$ cat src/rtl/instr_fetch.sv
// instr_fetch: fetch stage computing the next PC, issuing one imem read per PC and
// presenting the returned word to decode over valid/ready, with redirect flush.
module instr_fetch #(
  parameter int                 BITSIZE   = 32,
  parameter logic [BITSIZE-1:0] RESET_PC  = '0,
  parameter logic [BITSIZE-1:0] NOP_INSTR = 'h13
) (
  input  logic               clock,
  input  logic               reset,
  input  logic [BITSIZE-1:0] pc_in,
  output logic [BITSIZE-1:0] pc_next,
  input  logic               redirect_valid,
  input  logic [BITSIZE-1:0] redirect_target,
  output logic               imem_req_valid,
  input  logic               imem_req_ready,
  output logic [BITSIZE-1:0] imem_req_addr,
  input  logic               imem_resp_valid,
  input  logic [BITSIZE-1:0] imem_resp_data,
  output logic               out_valid,
  input  logic               out_ready,
  output logic [BITSIZE-1:0] out_instr,
  output logic [BITSIZE-1:0] out_pc,
  output logic               out_fault
);
  typedef enum logic [1:0] {REQ, WAIT, DROP} state_t;
  state_t state, state_nx;
  logic [BITSIZE-1:0] req_pc;
  logic slot_free, req_valid, fire, load, fault_load;
  assign slot_free      = !out_valid || out_ready;
  assign imem_req_valid = req_valid && !reset;
  assign imem_req_addr  = pc_in;
  assign fire           = imem_req_valid && imem_req_ready;
  assign pc_next        = reset ? RESET_PC : redirect_valid ? redirect_target :
                          fire ? pc_in + BITSIZE'(4) : pc_in;
  always_comb begin
    state_nx   = state;
    req_valid  = 1'b0;
    load       = 1'b0;
    fault_load = 1'b0;
    case (state)
      REQ: if (!redirect_valid) begin
        fault_load = (|pc_in[1:0]) && slot_free;
        req_valid  = !(|pc_in[1:0]) && slot_free;
        state_nx   = (req_valid && imem_req_ready) ? WAIT : REQ;
      end
      WAIT: begin
        load     = imem_resp_valid && !redirect_valid;
        state_nx = imem_resp_valid ? REQ : redirect_valid ? DROP : WAIT;
      end
      DROP:    state_nx = imem_resp_valid ? REQ : DROP;
      default: state_nx = REQ;
    endcase
  end
  always_ff @(posedge clock or posedge reset) begin
    if (reset) begin
      state     <= REQ;
      out_valid <= 1'b0;
      out_fault <= 1'b0;
      out_instr <= '0;
      out_pc    <= '0;
      req_pc    <= '0;
    end else begin
      state     <= state_nx;
      out_valid <= !redirect_valid && (load || fault_load || (out_valid && !out_ready));
      if (fire) req_pc <= pc_in;
      if (load || fault_load) begin
        out_instr <= fault_load ? NOP_INSTR : imem_resp_data;
        out_pc    <= fault_load ? pc_in : req_pc;
        out_fault <= fault_load;
      end
    end
  end
endmodule

$ cat config.mk
export PLATFORM = sky130hd
export DESIGN_NAME = instr_fetch
export DESIGN_NICKNAME = d
export VERILOG_FILES = /design/src/rtl/instr_fetch.sv
export SDC_FILE = /design/constraint.sdc
export NUM_CORES = 1
export LEC_CHECK = 0
export BUFFER_PORTS_ARGS = -buffer_cell sky130_fd_sc_hd__buf_4
export CAP_MARGIN = 20
export CORE_UTILIZATION = 35
export DETAILED_ROUTE_END_ITERATION = 6
export PLACE_DENSITY_LB_ADDON = 0.25
export RECOVER_POWER = 25
export SYNTH_ARGS = -nofsm -noshare
export SYNTH_HDL_FRONTEND = slang
export SYNTH_SLANG_ARGS = --single-unit
export TNS_END_PERCENT = 50
$ cat constraint.sdc
create_clock -name clock -period 6.35 [get_ports clock]
set_input_delay 0.9525 -clock clock [delete_from_list [all_inputs] [get_ports clock]]
set_output_delay 0.9525 -clock clock [all_outputs]
set_load 0.02 [all_outputs]
# Yosys cells after proc, flatten, opt, wreduce, memory -nomap -nowiden
# Cells that the tools add are included.
# W data, S select, Z words.
[word_totals]
ff_bits = 100
output_inout_bits = 131
input_bits = 102
wordCells = 44
[classes]
add_sub_neg = 1
reduce_logical = 18
n_eq_ne = 3
n_mux = 16
[op_table]
columns = ["operator", "count"]
rows = [
  ["$mux W32", 5],
  ["$add A32 B3 Y32 const B", 1],
  ["$logic_and A1 B1 Y1", 8],
  ["$mux W2", 4],
  ["$mux W1", 6],
  ["$pmux W2 S3", 1],
  ["$logic_not A1 Y1", 5],
  ["$logic_or A1 B1 Y1", 3],
  ["$eq A2 B1 Y1 const B", 1],
  ["$eq A2 B2 Y1 const B", 1],
  ["$logic_not A2 Y1", 1],
  ["$ne A2 B2 Y1 const B", 1],
  ["$reduce_or A2 Y1", 1],
]

# Depth between registers and ports, before layout
[depth]
word_depth = 10
mapped_depth = 8
depth_no_buf = 5

# Worst setup path before layout
# Ideal clock, no wire load.
[synth_path]
kind = "input to output"
start = "input port reset"
end = "output port pc_next[31]"
stages = 5
setup_slack_ns = 1.144
n_path_buf = 1
required_time_ns = 5.398
t_arrival_ns = 4.254
cell_sequence = "clkbuf_1 -> clkinv_1 -> o21ai_0 -> nor3_1 -> o311a_1"
[synth_between]
elab_chain_len = 6
[synth_lines]
columns = ["item", "line", "text"]
rows = [
  ["start: declaration", "9", "input logic reset,"],
  ["$logic_not A1 Y1 (no line)", "-", ""],
  ["$logic_and A1 B1 Y1", "30", "assign imem_req_valid = req_valid && !reset;"],
  ["$logic_and A1 B1 Y1", "32", "assign fire = imem_req_valid && imem_req_ready;"],
  ["$mux W32", "34", "fire ? pc_in + BITSIZE'(4) : pc_in;"],
  ["$mux W32", "33", "assign pc_next = reset ? RESET_PC : redirect_valid ? redirect_target :"],
  ["$mux W32 (*)", "33", ""],
  ["end: declaration", "11", "output logic [BITSIZE-1:0] pc_next,"],
]
# Every way passes the cells marked *; elsewhere a longest branch is shown, timed or not.

# Worst setup path in the final report
[layout_path]
start = "input port redirect_valid"
end = "output port pc_next[22]"
[layout_between]
elab_chain_len = 7
[layout_lines]
columns = ["item", "line", "text"]
rows = [
  ["start: declaration", "12", "input logic redirect_valid,"],
  ["$mux W1", "41", "REQ: if (!redirect_valid) begin"],
  ["$mux W1", "40", "case (state)"],
  ["$logic_and A1 B1 Y1", "30", ""],
  ["$logic_and A1 B1 Y1", "32", ""],
  ["$mux W32", "34", ""],
  ["$mux W32 (*) (2 in a row)", "33", ""],
]
# Marks and branches as above.

==> out/metrics.csv <==
stage;metric;value;unit
run_status;status;complete, but fails checks;
run_status;violations;design-rule violations, max-capacitance violations, max-slew violations;
sta;relSlewSlack;-0.481;
layout;fill_cells;1439;
power;p_leak;3.44;nW
synthesis;synth_compound_area_frac;0.170;
critical_path;cp-end-kind;output pin;
synthesis;yosysSeqAreaShare;0.474;
power;vdd_ir_drop_max;0.115;mV
global_route;grt_pass1_vias;4992;
detailed_routing;viasPerCell;5.38;
clock_tree;cts.path.max_buffers;2;
critical_path;arrival;4.13;ns
sta;maxSlewViolCount;51;
global_route;grt_max_degree;62;
place;placed_cells;906;
critical_path;crit_chain;clkbuf_1 > or4_4 > or4_4 > nor4_1 > nor3_1 > a2111oi_0 > buf_4;
synthesis;ys_ff_latch;100;
critical_path;crit_fanout;58;
global_route;grt_pass1_wl;26300;µm
die;die_w;125;µm
die;core;14600;µm²
synthesis;syn_inst;557;
synthesis;ys_warn_count;0;
clock_tree;clk_latency;0.35;ns
detailed_routing;first_pass_iters;7;
critical_path;crit_family;simple AND/OR/NAND/NOR gates;
detailed_routing;dr_total_vias;4958;
die;start_util;0.360;
critical_path;cp_common_cell;or4_4;
sta;finalClockSkew;0.00974;ns
die;fp.dieArea;15600;µm²
clock_tree;cts_hold_buf;0;
place;place_hpwl;11200;µm
synthesis;yosysTopAreaCellShare;0.474;
sta;fmax;197;MHz
synthesis;synth_xor_xnor_area_share;0.0415;
clock_tree;tritoncts;built;
synthesis;async_reset_ff_frac;1.00;
detailed_routing;drt_iter0_drc;481;
layout;syn2layout_area_growth;33.4;%
clock_tree;post-cts-setup-buffers;0;
sta;finalSetupViolations;0;
synthesis;synth_edf_count;0;
sta;tightest_slew;2.21;ns
synthesis;synth_area;5280;µm²
sta;totalNegativeSetupSlack;0;ns
sta;fin_crit;5.08;ns
clock_tree;cts.repair.resized;0;
clock_tree;clkSinkCount;100;
synthesis;yosys.area_share.simple;0.196;
sta;finalCritPeriodShare;0.800;
synthesis;yosys.area_share.adder;0.00237;
place;placed_area;6910;µm²
hold_path;min_path_type;reg2reg;
detailed_routing;wl;16300;µm
critical_path;cp_num_cells;7;
critical_path;cpPeakStageDelay;0.86;ns
global_route;antenna_found_initial;0;
layout;nNetsFinal;836;
critical_path;crit_required;5.40;ns
layout;layout-drive-gt1-share;0.318;
clock_tree;clkSlewWorstSetupHoldPaths;0.07;ns
detailed_routing;ant_nets;0;
die;ios;233;
layout;final_cell_area;7040;µm²
critical_path;path_buf_inv;2;
synthesis;synthTopCellsByCount;dfrtp_1 (100), nand2_1 (98), inv_1 (40);
synthesis;syn_avg_cell_area;9.47;µm²
place;placement.io_buffers;232;
place;place_ws;1.53;ns
clock_tree;numCtsBuffers;9;
sta;setup_ws;1.27;ns
job;cap_violations;1;
synthesis;synth_top_family_by_area;simple AND/OR/NAND/NOR gates;
global_route;grt_use_total;0.214;
die;rows;44;
clock_tree;h-tree-depth;3;
synthesis;synth_ff_type;dfrtp_1;
clock_tree;cts_root_buf;clkbuf_16;
synthesis;netlist_top_cells_area;dfrtp_1 (47%), nand2_1 (7.0%), a222oi_1 (6.1%), a22o_1 (4.8%), buf_4 (4.6%);
synthesis;synthMuxAreaShare;0.00569;
global_route;grt_overflow;0;
synthesis;yosysMostFrequentCell;dfrtp_1;
detailed_routing;route.detailed.drc;42;
critical_path;worstSetupPathType;in2out;
synthesis;ys_types;42;
hold_path;hold_depth;2;
synthesis;synth_fp_nets;660;
layout;stdcell_count;922;
power;powerDensity;247;nW/µm²
critical_path;slowest_stage;or4_4;
detailed_routing;routedWlPerCell;17.7;µm
die;floorplan.die.height;125;µm
critical_path;critPathLaunchType;input pin;
sta;rsz0062_at_grt;false;
layout;diodes;0;
critical_path;reg2reg_depth;6;
sta;finalHoldViolations;0;
place;place_congestion;0.817;
synthesis;yosys.area.top_type;dfrtp_1;
## sequential cells by signal (all words and copies together), names as in the netlist
name	cells
out_valid	1
out_pc	32
req_pc	32
out_fault	1
out_instr	32
state	2
## power breakdown
group / total, mW / switching (mW) / internal [mW]
registers: 0.778 / 0.0524 / 0.725
clock network: 0.529 / 0.249 / 0.280
logic: 0.435 / 0.256 / 0.179
## per-stage QoR
step	power (mW)	util	hold WS [ns]
after floorplan	1.03	-	0.445
after global placement	1.23	0.472	0.457
after detailed placement	1.24	0.472	0.466
after CTS	1.78	0.491	0.483
after global routing	1.83	0.481	0.509
final	1.74	0.481	0.483
## area by class of cell
cell class	count	area, µm²	share of cell area
Clock inverter	4	33.8	0.00480
Clock buffer	12	246	0.0350
Sequential cell	100	2500	0.356
Multi-Input combinational cell	340	2210	0.315
Tap cell	184	230	0.0327
Timing Repair Buffer	240	1650	0.235
Inverter	42	159	0.0226
## worst reg2reg max path, stage by stage, from the launching register on
cell	delay, ns
dfrtp_1	0.37
nor2b_1	0.51
o31ai_1	0.18
nand2_2	0.47
buf_4	0.50
a222oi_1	0.19
inv_1	0.09
## routing by layer
metal  up-vias  wire length, µm  global-route usage
li1       2303                -                   -
met1      2380             6860               0.276
met2       249             7820               0.355
met3        26             1330              0.0460
met4         0              300              0.0726
met5         -                0                   0
## placed cells by master (no fill, tap or decap), types with 2 or more instances in the layout
cell type,instances
nor2_1,29
mux2i_1,3
and4_1,4
xor2_1,4
nor2b_1,3
or4_4,2
a21oi_1,12
nor4_1,6
a22o_1,29
nand2b_1,2
o21ai_0,10
nor3_1,11
a222oi_1,32
buf_4,200
o211a_1,2
dfrtp_1,100
clkbuf_1,42
nand2_1,97
nor4_4,2
inv_1,39
xnor2_1,21
clkbuf_16,9
nand3_1,9
a211oi_1,19
nand4_1,11
nor4_2,11
and2_1,3
nor4b_1,2
clkinv_4,2
or3_1,2
## final timing paths
path                       slack [ns]                    from                       end
max                              1.27          redirect_valid               pc_next[22]
min                              0.48  req_pc[31]$_DFFE_PP0N_    req_pc[31]$_DFFE_PP0N_
max reg2reg                      3.97     out_valid$_DFF_PP0_     out_pc[2]$_DFFE_PP0P_
min reg2reg                      0.48  req_pc[31]$_DFFE_PP0N_    req_pc[31]$_DFFE_PP0N_
max in group asynchronous        3.40                   reset  out_instr[4]$_DFFE_PP0P_
min in group asynchronous        1.37                   reset    out_pc[31]$_DFFE_PP0P_
## cells by family (layout without fill, tap and decap cells)
group	after synthesis	count (layout)
and+or+nand+nor	201	201
buffers and inverters	117	298
AOI/OAI and AO/OA	110	110
DFF	100	100
xor gates and xnor gates	25	25
muxes	3	3
adders and majority gates	1	1
No activity file was read; power rests on OpenSTA's default activity.
